[src/rtl/restoring_divider.sv]
// Sequential unsigned restoring divider: one quotient bit per clock, SIZE cycles per division,
// start/done handshake with registered quotient, remainder and divide-by-zero flag.
module restoring_divider #(
   parameter int SIZE = 16
) (
   input  logic            Clock,
   input  logic            Reset,
   input  logic            iStart,
   input  logic [SIZE-1:0] iA,
   input  logic [SIZE-1:0] iB,
   output logic            oBusy,
   output logic            oDone,
   output logic [SIZE-1:0] oQuotient,
   output logic [SIZE-1:0] oRemainder,
   output logic            oDivByZero
);

   localparam int CNT_W = (SIZE > 2) ? $clog2(SIZE) : 1;
   localparam logic [CNT_W-1:0] CNT_LAST = CNT_W'(SIZE - 1);

   typedef enum logic [1:0] {
      IDLE = 2'd0,
      RUN  = 2'd1,
      DONE = 2'd2
   } state_t;

   state_t            state_r, state_s;
   logic [SIZE-1:0]   dividend_r, dividend_s;
   logic [SIZE-1:0]   divisor_r, divisor_s;
   // The restored partial remainder is always below the divisor, so SIZE bits hold it
   logic [SIZE-1:0]   rem_r, rem_s;
   logic [CNT_W-1:0]  cnt_r, cnt_s;
   logic              zero_pend_r, zero_pend_s;
   logic              busy_r, busy_s;
   logic              done_r, done_s;
   logic [SIZE-1:0]   quot_r, quot_s;
   logic [SIZE-1:0]   remd_r, remd_s;
   logic              dbz_r, dbz_s;

   logic [SIZE:0]     rem_shift_s;
   logic [SIZE:0]     trial_s;
   logic              qbit_s;
   logic [SIZE-1:0]   rem_step_s;
   logic [SIZE-1:0]   dividend_step_s;

   // One restoring step: shift, trial subtract, keep or restore
   always_comb begin
      rem_shift_s = {rem_r, dividend_r[SIZE-1]};
      trial_s     = rem_shift_s - {1'b0, divisor_r};
      qbit_s      = ~trial_s[SIZE];
      if (qbit_s) begin
         rem_step_s = trial_s[SIZE-1:0];
      end else begin
         rem_step_s = rem_shift_s[SIZE-1:0];
      end
      dividend_step_s = {dividend_r[SIZE-2:0], qbit_s};
   end

   // Next-state, datapath and output-register logic
   always_comb begin
      state_s     = state_r;
      dividend_s  = dividend_r;
      divisor_s   = divisor_r;
      rem_s       = rem_r;
      cnt_s       = cnt_r;
      zero_pend_s = zero_pend_r;
      busy_s      = 1'b0;
      done_s      = 1'b0;
      quot_s      = quot_r;
      remd_s      = remd_r;
      dbz_s       = dbz_r;
      case (state_r)
         IDLE, DONE: begin
            if (zero_pend_r) begin
               quot_s      = {SIZE{1'b1}};
               remd_s      = dividend_r;
               dbz_s       = 1'b1;
               done_s      = 1'b1;
               zero_pend_s = 1'b0;
               state_s     = DONE;
            end else if (iStart) begin
               dividend_s = iA;
               divisor_s  = iB;
               rem_s      = {SIZE{1'b0}};
               cnt_s      = {CNT_W{1'b0}};
               if (iB != {SIZE{1'b0}}) begin
                  state_s = RUN;
                  busy_s  = 1'b1;
               end else begin
                  state_s     = DONE;
                  zero_pend_s = 1'b1;
               end
            end else begin
               state_s = IDLE;
            end
         end
         RUN: begin
            dividend_s = dividend_step_s;
            rem_s      = rem_step_s;
            if (cnt_r == CNT_LAST) begin
               quot_s  = dividend_step_s;
               remd_s  = rem_step_s;
               dbz_s   = 1'b0;
               done_s  = 1'b1;
               state_s = DONE;
            end else begin
               cnt_s  = cnt_r + {{(CNT_W-1){1'b0}}, 1'b1};
               busy_s = 1'b1;
            end
         end
         default: begin
            state_s = IDLE;
         end
      endcase
   end

   // State and datapath registers
   always_ff @(posedge Clock or negedge Reset) begin
      if (!Reset) begin
         state_r     <= IDLE;
         dividend_r  <= {SIZE{1'b0}};
         divisor_r   <= {SIZE{1'b0}};
         rem_r       <= {SIZE{1'b0}};
         cnt_r       <= {CNT_W{1'b0}};
         zero_pend_r <= 1'b0;
         busy_r      <= 1'b0;
         done_r      <= 1'b0;
         quot_r      <= {SIZE{1'b0}};
         remd_r      <= {SIZE{1'b0}};
         dbz_r       <= 1'b0;
      end else begin
         state_r     <= state_s;
         dividend_r  <= dividend_s;
         divisor_r   <= divisor_s;
         rem_r       <= rem_s;
         cnt_r       <= cnt_s;
         zero_pend_r <= zero_pend_s;
         busy_r      <= busy_s;
         done_r      <= done_s;
         quot_r      <= quot_s;
         remd_r      <= remd_s;
         dbz_r       <= dbz_s;
      end
   end

   assign oBusy      = busy_r;
   assign oDone      = done_r;
   assign oQuotient  = quot_r;
   assign oRemainder = remd_r;
   assign oDivByZero = dbz_r;

endmodule

[config.mk]
export PLATFORM = sky130hd
export DESIGN_NAME = restoring_divider
export DESIGN_NICKNAME = d
export VERILOG_FILES = /design/src/rtl/restoring_divider.sv
export SDC_FILE = /design/constraint.sdc
export NUM_CORES = 1
export LEC_CHECK = 0
export ABC_AREA = 1
export ABC_CLOCK_PERIOD_IN_PS = 1900
export CORE_MARGIN = 1.5
export CORE_UTILIZATION = 30
export CTS_CLUSTER_SIZE = 25
export DETAILED_ROUTE_END_ITERATION = 12
export GPL_TIMING_DRIVEN = 1
export HOLD_SLACK_MARGIN = 0.02
export PLACE_DENSITY = 0.63
export SLEW_MARGIN = 30
export SYNTH_ARGS = -nofsm -noshare
export SYNTH_HDL_FRONTEND = slang
export SYNTH_SLANG_ARGS = --single-unit
export TNS_END_PERCENT = 30
[constraint.sdc]
create_clock -name Clock -period 1.9 [get_ports Clock]
set_input_delay 0.57 -clock Clock [delete_from_list [all_inputs] [get_ports Clock]]
set_output_delay 0.57 -clock Clock [all_outputs]
set_load 0.005 [all_outputs]
## Word-level counts from Yosys, hierarchy flattened

Index checks and enable logic that the tools add are counted.

| operators by class | value |
|---|---|
| add/subtract/negate cells | 2 |
| $mul | 0 |
| divide/modulo/power cells | 0 |
| $lt $le $gt $ge | 0 |
| eq/ne operators | 8 |
| shifts and indexed selects | 0 |
| mux-type cells | 36 |
| bitwise logic cells | 2 |
| reductions and logical operators | 8 |

Operators with widths:

| kind | count |
|---|---|
| $mux W16 | 9 |
| $pmux W16 S2 | 4 |
| $sub A17 B16 Y17 | 1 |
| $reduce_bool A16 Y1 | 1 |
| $mux W4 | 3 |
| $mux W1 | 11 |
| $ne A2 B2 Y1 const B | 5 |
| $reduce_and A3 Y1 | 3 |
| $mux W2 | 4 |
| $pmux W4 S2 | 1 |
| $pmux W1 S2 | 3 |
| $add A4 B1 Y4 const B | 1 |
| $eq A4 B4 Y1 const B | 1 |
| $pmux W2 S2 | 1 |
| $reduce_and A4 Y1 | 1 |
| $eq A2 B1 Y1 const B | 1 |
| $eq A2 B2 Y1 const B | 1 |
| $logic_not A2 Y1 | 1 |
| $not A1 Y1 | 2 |
| $reduce_bool A2 Y1 | 1 |
| $reduce_or A2 Y1 | 1 |

| word-level totals | value |
|---|---|
| bits in registers | 90 |
| bits in latches | 0 |
| memory bits (writable) | 0 |
| bits in read-only memories | 0 |
| input port bits | 35 |
| output and inout bits | 35 |
| word-level logic and storage cells | 67 |
| memories | 0 |

## Depth between registers and ports, before layout

| logic depth | value |
|---|---|
| depth in word-level cells | 5 |
| mapped depth | 17 |

## Worst setup path before layout

No wires, ideal clock.

| timing path | value |
|---|---|
| path type | reg2reg |
| from | reg dividend_r[15] |
| to | reg remd_r[6] (netlist: oRemainder[6]) |
| setup time | 0.121 ns |
| arrival time | 1.952 ns |
| data required time | 1.779 ns |
| path slack | -0.173 ns |
| cell stages (with the launch flop) | 17 |
| buffers on the path | 1 |
| cell sequence | dfrtp_1 > inv_1 > ha_1 > fa_1 > inv_1 > nand2_1 > nand2_1 > nand3_1 > nand2_2 > nand2_2 > nand3_1 > nand2_4 > buf_6 > nand2_1 > nand2_1 > nand3_1 > nand2_1 |

| on the way | value |
|---|---|
| cells in the longest elaborated chain, start to end | 4 |

Ends and longest elaborated chain:

| what | line | RTL |
|---|---|---|
| start: declaration | 28 | `logic [SIZE-1:0] dividend_r, dividend_s;` |
| start signal: assignment | 121 | `dividend_r <= {SIZE{1'b0}};` |
| start signal: assignment | 133 | `dividend_r <= dividend_s;` |
| $sub A17 B16 Y17 | 49 | `trial_s = rem_shift_s - {1'b0, divisor_r};` |
| $mux W16 | 51 | `if (qbit_s) begin` |
| $mux W16 | 100 | `if (cnt_r == CNT_LAST) begin` |
| $pmux W16 S2 | 72 | `case (state_r)` |
| end signal: assignment | 129 | `remd_r <= {SIZE{1'b0}};` |
| end signal: assignment | 141 | `remd_r <= remd_s;` |
| end: declaration | 37 | `logic [SIZE-1:0] remd_r, remd_s;` |

No other way between the ends. The select of a mux whose other input is x is not followed.
A chain may end at the register's enable or synchronous reset.

## Worst setup path after layout

| timing path | value |
|---|---|
| from | reg divisor_r[0] |
| to | reg remd_r[13] (netlist: oRemainder[13]) |

| on the way | value |
|---|---|
| cells in the longest elaborated chain, start to end | 4 |

Ends and longest elaborated chain:

| what | line | RTL |
|---|---|---|
| start: declaration | 29 | `logic [SIZE-1:0] divisor_r, divisor_s;` |
| start signal: assignment | 122 | `divisor_r <= {SIZE{1'b0}};` |
| start signal: assignment | 134 | `divisor_r <= divisor_s;` |
| $sub A17 B16 Y17 | 49 |  |
| $mux W16 | 51 |  |
| $mux W16 | 100 |  |
| $pmux W16 S2 | 72 |  |

No other way between the ends. The select of a mux whose other input is x is not followed.

==> run metrics <==
Critical-path top delay cell dfrtp_1; CTS tree yes; delay of the slowest critical-path stage 0.41 ns; RR Endpoint oRemainder[13]$_DFFE_PN0P_; largest net degree at the start of global routing 44; Yosys top cell area share 44.0%; crit-path cells ha_4 -> fa_2 -> inv_2 -> nand2_2 -> nand2_2 -> nand3_2 -> nand2_2 -> nand2_4 -> nand3_4 -> nand2_8 -> nand2_2 -> nand2_2 -> nand3_2 -> nand2_1; port bufs 69; Critical Path Most Common Cell nand2_2; Area Overhead vs Synth 42.1%; Iter 0 DRT Violations 284; Clock Pin Slew Worst Setup and Hold Paths 0.07 ns; fmax 482 MHz; Synth Area in Compound Gates 10.1%; synthesized instance count 700; # IOs 70; max-slew violations 0; Critical Path Sink Type flip-flop; Leak 0.00370 uW; Post-CTS Hold Buffers 0; Post-synth top cells nand2_1 (271), inv_1 (97), dfrtp_1 (90), o21ai_0 (52), nor2_1 (38); Root Buffer clkbuf_16; worst vdd ir 0.000723 V; design area 7280 sq um; final hold viol count 0; Crit. Startpoint divisor_r[0]$_DFFE_PN0P_; Slew headroom 67.6%; fin crit share 109%; Synth async-reset ratio 100%; total track usage 16.2%; Final Skew 0.00920 ns; count leader, synth nand2_1; first-pass GRT wire length 23.0 mm; Final #Nets 886; Pwr Density 1800 nW/um^2; Critical path buffers and inverters 1; EDFF count, synth 0; number of buffers created by CTS 9; DRC viols 0; DR pass1 iterations 5; gp weighted congestion 0.815; Final ANT Viol Nets 0; Max FO, Critical Path 8; total core area 16600 sq um; Post-Route WL 14.0 mm; dpl ws -0.197 ns; Max H-tree Level 3; largest family of logic cells by synthesized area simple AND/OR/NAND/NOR gates; status complete, but fails checks; Worst Max-Slew Pin Slew 0.486 ns; via/cell ratio 4.64; post-synthesis sequential area ratio 44.0%; reg2reg path depth 14; ranking of synthesized cells by area dfrtp_1 (44%), nand2_1 (20%), inv_1 (7.1%), o21ai_0 (5.1%), ha_1 (4.2%); final setup vio count 34; synthesized cell area 5120 sq um; Synth Area in Adders 4.54%; full die area 17900 sq um; initial antenna violation count 0; Critical Path AT 2.31 ns; layout cells sized above 1 20.3%; post-route worst setup slack -0.173 ns; mux share of post-synthesis cell area 0%; Hold Path Class in -> async; row count 47; Syn Nets 753; critical path depth 14; reg-to-reg startpoint divisor_r[0]$_DFFE_PN0P_; RSZ-0062 raised after global routing true; CP required 2.14 ns; Cell Area, Placed 6500 sq um; Startpoint Class flip-flop; clock buffer depth 2; clk sink count 90; synth warn 0; failing checks setup timing; delay-heaviest family, CP simple AND/OR/NAND/NOR gates; vias in the first global route 4831; Synth cell types 32; Vias 4905; Worst-Skew Late Latency 0.35 ns; die height 134 um; DP Wirelength 10.2 mm; Tmin final 2.07 ns; post-synth top area cell dfrtp_1; kind of critical path reg -> reg; chip width 134 um; mean post-synth cell area 7.32 sq um; simple-gate share of the synthesized area 29.5%; XOR/XNOR Fraction of Synth Area 1.54%; Initial Utilization 30.8%; WL/cell 13.2 um; grt ovf 0; max_cap viols 0; R2R Setup Slk -0.17 ns; flops & latches, synth 90; antenna cells 0; dominant synthesized flop cell dfrtp_1
how the worst max path moves through the flow:
stage	endpoint
6_report	oRemainder[13]$_DFFE_PN0P_
5_1_grt	oRemainder[13]$_DFFE_PN0P_
4_1_cts	oRemainder[5]$_DFFE_PN0P_
3_5_place_dp	oRemainder[4]$_DFFE_PN0P_
3_3_place_gp	oRemainder[3]$_DFFE_PN0P_
2_1_floorplan	oRemainder[11]$_DFFE_PN0P_
per-stage QoR:
stage	utilization, %	hold WS, ns	instances	total power [uW]	TNS (ns)
after floorplan	-	0.274	700	7260	-1.60
after detailed placement	39.0	0.473	1029	9720	-5.61
final	43.8	0.147	1058	13100	-4.57
after global routing	43.8	0.175	1058	14300	-8.00
after global placement	39.0	0.471	1029	9620	-3.93
after CTS	41.6	0.153	1050	12000	-3.84
layout by cell type (no fill, tap or decap), types with 8 or more instances in the layout:
cell             count
a21oi_1              8
a22oi_1             16
a31oi_1              9
buf_4               69
clkbuf_16            9
clkdlybuf4s50_1     68
dfrtp_1             90
ha_1                 9
inv_1               95
nand2_1            231
nand2_2             38
nand2_8              8
nand3_1             26
nor2_1              36
o21ai_0             52
layer usage:
| layer | track usage, % | share of wire, % | wire length [um] | vias to the layer above |
|---|---|---|---|---|
| met2 | 27.6 | 50 | 6990 | 77 |
| met5 | 0 | 0 | 0 | - |
| met3 | 2.85 | 3.4 | 474 | 21 |
| met4 | 5.62 | 2.1 | 297 | 0 |
| li1 | - | - | - | 2464 |
| met1 | 20.8 | 45 | 6240 | 2343 |
timing repair:
item	in CTS	in global routing
resized for setup	12	64
buffers inserted	3	7
endpoints found under the setup margin	34	34
pin swaps	5	33
gates cloned	2	1
state kept, by name, summed over array words and instances, names as in the netlist:
register	count
oDone	1
zero_pend_r	1
dividend_r	16
rem_r	16
oDivByZero	1
oRemainder	16
oQuotient	16
divisor_r	16
oBusy	1
cnt_r	4
state_r	2
power breakdown:
group | internal, uW | leakage, uW | switching [uW] | total, uW
logic | 3480 | 0.00252 | 4700 | 8180
clock network | 1040 | 0.000141 | 829 | 1870
registers | 2580 | 0.00104 | 499 | 3080
total | 7100 | 0.00370 | 6020 | 13100
area by class of cell:
| type | count | area (sq um) |
|---|---|---|
| Sequential cell | 90 | 2250 |
| Multi-Input combinational cell | 489 | 2760 |
| Fill cell | 1657 | 9360 |
| Clock inverter | 6 | 73.8 |
| Inverter | 100 | 375 |
| Clock buffer | 10 | 229 |
| Timing Repair Buffer | 143 | 1320 |
| Tap cell | 220 | 275 |
cell families after synthesis:
kind of cell / Yosys count
simple gates: 368
buf+inv: 124
compound gates: 91
flops: 90
fa+ha+maj: 18
xor+xnor: 9
Power figures use the tool's default switching activity.
